## src/rtl/led_matrix_scroller.sv

```systemverilog
// Scrolling-text engine: buffers character codes, fetches each glyph from the
// external decoder and scrolls it right-to-left into an 8x8 frame.
module led_matrix_scroller #(
  parameter int STEP_CYCLES = 5000000,
  parameter int GAP         = 1,
  parameter int DEPTH       = 8
) (
  input  logic        clk,
  input  logic        rst,
  input  logic        en,
  input  logic [7:0]  char_in,
  input  logic        char_valid,
  output logic        char_ready,
  output logic [7:0]  glyph_code,
  input  logic [63:0] glyph_array,
  output logic [63:0] array,
  output logic        busy,
  output logic        step
);

  localparam int TW = $clog2(STEP_CYCLES);
  localparam int AW = $clog2(DEPTH);
  localparam logic [TW-1:0] STEP_LAST = TW'(STEP_CYCLES - 1);
  localparam logic [2:0]    GAP_LAST  = 3'((GAP > 0) ? GAP - 1 : 0);
  localparam logic [AW:0]   FULL_CNT  = (AW+1)'(DEPTH);

  typedef enum logic [2:0] {
    S_IDLE,
    S_LOAD,
    S_SHIFT,
    S_GAP,
    S_DRAIN
  } state_t;

  state_t        state, state_nxt;
  logic [TW-1:0] timer, timer_nxt;
  logic [2:0]    col_ptr, col_nxt;
  logic [2:0]    gap_cnt, gap_nxt;
  logic [2:0]    drain_cnt, drain_nxt;
  logic [63:0]   glyph_reg, glyph_nxt;
  logic [63:0]   array_q, array_nxt;
  logic [7:0]    glyph_col;

  // ---------------- character FIFO ----------------
  logic [7:0]    mem [DEPTH];
  logic [AW-1:0] wr_ptr, rd_ptr;
  logic [AW:0]   count;
  logic          full, empty, push, pop;

  assign full       = (count == FULL_CNT);
  assign empty      = (count == '0);
  assign char_ready = !full;
  assign push       = char_valid && !full;
  assign pop        = (state == S_LOAD) && !empty;
  assign glyph_code = empty ? 8'h00 : mem[rd_ptr];

  always_ff @(posedge clk) begin
    if (rst) begin
      wr_ptr <= '0;
      rd_ptr <= '0;
      count  <= '0;
    end else begin
      if (push) begin
        mem[wr_ptr] <= char_in;
        wr_ptr      <= wr_ptr + 1'b1;
      end
      if (pop) rd_ptr <= rd_ptr + 1'b1;
      case ({push, pop})
        2'b10:   count <= count + 1'b1;
        2'b01:   count <= count - 1'b1;
        default: count <= count;
      endcase
    end
  end

  // ---------------- scroll datapath helpers ----------------
  function automatic logic [63:0] shift_in(input logic [63:0] a, input logic [7:0] col);
    logic [63:0] s;
    s = a;
    for (int r = 0; r < 8; r++) begin
      for (int c = 0; c < 7; c++) s[r*8+c] = a[r*8+c+1];
      s[r*8+7] = col[r];
    end
    return s;
  endfunction

  always_comb begin
    glyph_col = '0;
    for (int r = 0; r < 8; r++) glyph_col[r] = glyph_reg[{3'(r), col_ptr}];
  end

  // Timer only runs in the timed states; LOAD holds it so every glyph starts
  // a full step period after its load cycle.
  assign step = ((state == S_SHIFT) || (state == S_GAP) || (state == S_DRAIN)) &&
                en && (timer == STEP_LAST);
  assign busy  = (state != S_IDLE);
  assign array = array_q;

  // ---------------- FSM ----------------
  always_ff @(posedge clk) begin
    if (rst) begin
      state     <= S_IDLE;
      timer     <= '0;
      col_ptr   <= '0;
      gap_cnt   <= '0;
      drain_cnt <= '0;
      glyph_reg <= '0;
      array_q   <= '0;
    end else begin
      state     <= state_nxt;
      timer     <= timer_nxt;
      col_ptr   <= col_nxt;
      gap_cnt   <= gap_nxt;
      drain_cnt <= drain_nxt;
      glyph_reg <= glyph_nxt;
      array_q   <= array_nxt;
    end
  end

  always_comb begin
    state_nxt = state;
    timer_nxt = timer;
    col_nxt   = col_ptr;
    gap_nxt   = gap_cnt;
    drain_nxt = drain_cnt;
    glyph_nxt = glyph_reg;
    array_nxt = array_q;

    if (state != S_IDLE && state != S_LOAD && en)
      timer_nxt = step ? '0 : timer + 1'b1;

    case (state)
      S_IDLE: begin
        timer_nxt = '0;
        if (!empty && en) state_nxt = S_LOAD;
      end
      S_LOAD: begin
        glyph_nxt = glyph_array;
        col_nxt   = '0;
        state_nxt = S_SHIFT;
      end
      S_SHIFT: begin
        if (step) begin
          array_nxt = shift_in(array_q, glyph_col);
          if (col_ptr == 3'd7) begin
            if (GAP == 0) begin
              if (!empty) state_nxt = S_LOAD;
              else begin
                state_nxt = S_DRAIN;
                drain_nxt = '0;
              end
            end else begin
              state_nxt = S_GAP;
              gap_nxt   = '0;
            end
          end else begin
            col_nxt = col_ptr + 1'b1;
          end
        end
      end
      S_GAP: begin
        if (step) begin
          array_nxt = shift_in(array_q, 8'h00);
          if (gap_cnt == GAP_LAST) begin
            if (!empty) state_nxt = S_LOAD;
            else begin
              state_nxt = S_DRAIN;
              drain_nxt = '0;
            end
          end else begin
            gap_nxt = gap_cnt + 1'b1;
          end
        end
      end
      S_DRAIN: begin
        if (step) begin
          array_nxt = shift_in(array_q, 8'h00);
          if (!empty) state_nxt = S_LOAD;
          else if (drain_cnt == 3'd7) begin
            state_nxt = S_IDLE;
            array_nxt = '0;
          end else begin
            drain_nxt = drain_cnt + 1'b1;
          end
        end
      end
      default: state_nxt = S_IDLE;
    endcase
  end

endmodule

```

## config.mk

```make
export PLATFORM = sky130hd
export DESIGN_NAME = led_matrix_scroller
export DESIGN_NICKNAME = d
export VERILOG_FILES = /design/src/rtl/led_matrix_scroller.sv
export SDC_FILE = /design/constraint.sdc
export NUM_CORES = 1
export LEC_CHECK = 0
export BUFFER_PORTS_ARGS = -buffer_cell sky130_fd_sc_hd__buf_2
export CAP_MARGIN = 20
export CORE_ASPECT_RATIO = 0.8
export CORE_MARGIN = 5
export CORE_UTILIZATION = 57
export CTS_CLUSTER_SIZE = 20
export DETAILED_ROUTE_END_ITERATION = 10
export GPL_TIMING_DRIVEN = 0
export PLACE_DENSITY = 0.8
export SLEW_MARGIN = 20
export SYNTH_ARGS = -nofsm -noshare
export SYNTH_HDL_FRONTEND = slang
export SYNTH_SLANG_ARGS = --single-unit
```

## constraint.sdc

```tcl
create_clock -name clk -period 3 [get_ports clk]
set_clock_uncertainty 0.1 [all_clocks]
set_input_delay 0 -clock clk [delete_from_list [all_inputs] [get_ports clk]]
set_output_delay 0 -clock clk [all_outputs]
set_load 0.01 [all_outputs]
```

After elaboration in Yosys (flattened, before gate mapping) --
Memory sizes are Yosys's and may differ from the RTL's. A register that Yosys moved wholly into a read port is not among the register bits. Cells that the tools add are included.
Word-level totals: memory bits (writable) 64, memories 1, output and inout bits 75, register bits 173, word-level logic and storage cells 131
Operators by class: add/sub/neg operators 8, equal/unequal tests 23, muxes and demuxes 55, order comparisons 8, reduce and logical (&&, ||, !) cells 26
Memories:
- mem | words 8, width 8, rd ports 1, clocked after Yosys merged registers in 1, write ports 1, line 45 | logic [7:0] mem [DEPTH];
Operators with widths (count):
- $mux 64 | 3
- $pmux 64 s3 | 1
- $mux 63 | 2
- $mux 3 | 23
- $lt 6x7->1 const B | 4
- $bmux 1 s3 | 8
- $add 23x1->23 const B | 1
- $eq 23x23->1 const B | 1
- $mux 23 | 1
- $ne 2x2->1 const B | 9
- $pmux 3 s2 | 3
- $add 3x1->3 const B | 5
- $pmux 3 s5 | 1
- $lt 5x7->1 const B | 2
- $reduce_and 7->1 | 2
- $mux 1 | 11
- $eq 3x3->1 const B | 3
- $mux 8 | 1
- $pmux 4 s2 | 1
- $reduce_bool 2->1 | 4
- $logic_and 1x1->1 | 7
- $lt 3x7->1 const B | 1
- $lt 4x7->1 const B | 1
- $eq 3x2->1 const B | 2
- 18 further kinds | 23

Longest topological paths before layout --
depth in word-level cells 7, mapped depth 11, mapped depth without buffers 10

Worst setup path after synthesis --
OpenSTA, ideal clock, no wires.
path kind reg-to-reg, from register state[1], to register count[2], path buffers 2, clock period less this slack 2.537 ns, cell stages (with the launch flop) 12, arrival 2.366 ns, setup slack 0.463 ns, library setup time 0.070 ns, cell sequence dfxtp_1 -> buf_2 -> or3b_1 -> clkbuf_1 -> nor2_1 -> ha_1 -> xor2_1 -> ha_1 -> a21oi_1 -> xor2_1 -> or3_1 -> a21oi_1
Between the ends: longest elaborated chain between the ends 4, elaborated cells between the ends (all ways) 6, those cells by class eq/ne (3); mux (1); reduce/logical (2)
Ends and longest elaborated chain:
- from (decl) | line 35 | state_t state, state_nxt;
- from (signal assigned) | line 110 | state <= state_nxt;
- $eq 3x1->1 * | line 54 | assign pop = (state == S_LOAD) && !empty;
- $logic_and 1x1->1 * | line 54
- via pop | line 48 | logic full, empty, push, pop;
- $eq 2x1->1 / $eq 2x2->1 (equally long branches) | line 68 | case ({push, pop})
- $pmux 4 s2 / $reduce_bool 2->1 (equally long branches)
- to (signal assigned) | line 69 | 2'b10: count <= count + 1'b1;
- to (signal assigned) | line 70 | 2'b01: count <= count - 1'b1;
- to (signal assigned) | line 71 | default: count <= count;
- to (decl) | line 47 | logic [AW:0] count;
Mark *: on every way through the listed nets, which the timed path passes. The rest lies on a longest branch. A chain may end at the register's enable or synchronous reset.

Worst setup path after layout --
Same ends and word-level chain as after synthesis.

==> impl_metrics.toml <==
[cells_and_area]
fin_cells = 1464
diodes = 0
finalInstanceArea_um2 = 12400
drive_gt1_share_pct = 19.9
multi_input_area_um2 = 4100
fill_cells = 1109
area_delta_synth_final_pct = 26.5
nNetsFinal = 1314
regArea_um2 = 5450

[logic_synthesis]
ys_ff_latch = 240
syn_nets = 1063
synth_commonest_cells = "nand2_1, dfxtp_1, a21oi_1"
synth_most_common_cell = "nand2_1"
synthCells = 975
avgSynthCellArea_um2 = 10.1
async_flop_share_pct = 0
ys_seq_area_share_pct = 55.5
netlist.area_leader.share_pct = 35.9
synth_warnings = 0
synth_area_leaders = "dfxtp_1, edfxtp_1, nand2_1"
mappedNetlistArea_um2 = 9810
synth_ff_type = "dfxtp_1"
ys_types = 55
yosysTopAreaCell = "dfxtp_1"
synth-edff-count = 64

[drt]
top_layer_used = "met4"
wl_um = 26900
dr_wl_met2_um = 12600
wl_met1_um = 10800
drc = 0
wl_met3_um = 2450
drt-wirelength-per-cell_um = 18.3
firstDrtPassIters = 6
via_per_inst = 5.80
antenna_left = 0
drt-initial-drc-count = 723
routed-via-count = 8487

[hold_path]
min-delay-start = "rst"
min_path_type = "in2reg"

[clock_tree]
clock-sinks = 240
htree_levels = 1
worstSkewPairLatency_ps = 510
cts_tree = "yes"
clock_path_buffers = 3
clk_pin_slew_ps = 60
cts_root_buf = "clkbuf_16"
cts_made_buffers = 24

[floorplanning]
die_area_um2 = 20000
rows = 42
start_util_pct = 58.7
pin_count = 151
die_h_um = 127
core-area_um2 = 16700
die_x_um = 157

[timing]
final.setup.tns_ps = 0
slew_headroom_pct = 32.3
drv_slew = 0
period_minus_slack_ps = 2800
worstMarginPinSlew_ps = 1010
hold_violations = 0
timing.fmax_ghz = 0.357
rsz0062_at_grt = "false"
fin_crit_sh_pct = 93.4
setup_viol = 0

[global_routing]
grt_overflow_total = 0
grt_pass1_wl_um = 43400
grt_max_degree = 16
grt_pass1_vias = 8475
track_usage_pct = 26.7
antenna_found_initial = 0

[worst_setup_path]
end_kind = "flip-flop"
worst-setup-path-type = "reg2reg"
worstReg2RegStart = "state[1]"
critPathMaxFanout = 10
crit_start = "state[1]"
start_kind = "flip-flop"
crit_required_ps = 3340
cp.arrival_ps = 3140
r2r_slack_ps = 200

[placed_design]
hpwl_um = 16100
place_congestion = 0.874
place_area_um2 = 10800
numPortBuffers = 149
dp_cells = 1344

[pwr]
ir_drop_uv = 454
p_per_area_nw_per_um2 = 635
leakagePower_nw = 4.51

[flow_run]
max_cap_violations = 0

[status]
status = "finished, final reports clean"
==> metrics by stage <==
stage	hold slack, ps	power (mW)	setup WS (ps)	util, %
after floorplan	-1.13	4.46	463	-
after global placement	146	4.78	46.3	64.8
after detailed placement	146	4.81	-12.7	64.9
after CTS	41.8	7.84	70.3	74.1
after global routing	86.2	8.21	27.9	74.3
final	91.0	7.88	197	74.3
==> what timing repair did <==
action                     in CTS  in global routing
hold endpoints to repair      136                  0
hold buffers                   74                  0
setup endpoints to repair       2                  2
pin swaps                       0                  1
setup buffers                   0                  2
gates resized for setup         1                  3
gates cloned                    0                  0
==> report_power, final <==
| part | leakage (nW) | switching [mW] | internal [mW] | total (mW) |
|---|---|---|---|---|
| registers | 2.00 | 0.135 | 3.55 | 3.68 |
| logic | 2.11 | 0.722 | 0.500 | 1.22 |
| clock network | 0.397 | 1.22 | 1.76 | 2.98 |
==> critical path, cell delays in order, from the launching register on <==
cell,delay (ps)
dfxtp_1,330
buf_2,180
or3b_1,350
clkbuf_1,240
nor2_4,230
ha_2,270
xor2_1,170
ha_1,170
a21oi_1,50
xor2_1,180
or3_1,320
a21oi_1,140
==> layout make-up <==
type                            instances  area share, %
Buffer                                 66           2.14
Multi-Input combinational cell        661           33.0
Sequential cell                       240           43.9
Inverter                                8          0.242
Clock inverter                          8          0.545
Clock buffer                           36           5.86
Tap cell                              220           2.22
Timing Repair Buffer                  225           12.1
==> routing by layer <==
metal / vias up / global-route usage [%]
met1: 4015 / 35.6
met4: 0 / 9.39
li1: 3949 / -
met2: 431 / 43.2
met5: - / 0
met3: 92 / 6.02
==> worst paths after layout <==
check | endpoint | depth (start not counted)
min | count[3] | 3
min reg2reg | array[32] | 2
max | count[2] | 11
max reg2reg | count[2] | 11
==> cells by family (layout without fill, tap and decap cells) <==
logic type	count (synthesis)	after routing	synth area share [%]
compound gates	165	165	9.14
xor+xnor	28	28	2.50
fa+ha+maj	12	12	1.53
buf+inv	74	343	3.01
flops	240	240	55.5
mux	52	52	9.40
simple gates	404	404	18.9
==> cell usage in the layout (no fill, tap or decap), drive strengths merged, types with 2 or more instances in the layout <==
cell         instances
a21oi              134
a31o                 2
and2                 2
and3                 6
and4                 6
buf                173
clkbuf              80
clkinv               7
dfxtp              176
dlygate4sd3         74
edfxtp              64
ha                  12
inv                  8
mux2i               19
mux4                32
nand2              206
nand2b               8
nand3               73
nand3b               4
nand4                9
nor2                60
nor3                10
nor4                 4
nor4b                3
nor4bb               3
o21a                 5
o21ai                9
o2bb2ai              8
or3                  3
or4                  2
xnor2               10
xor2                18
Power figures use the tool's default switching activity.
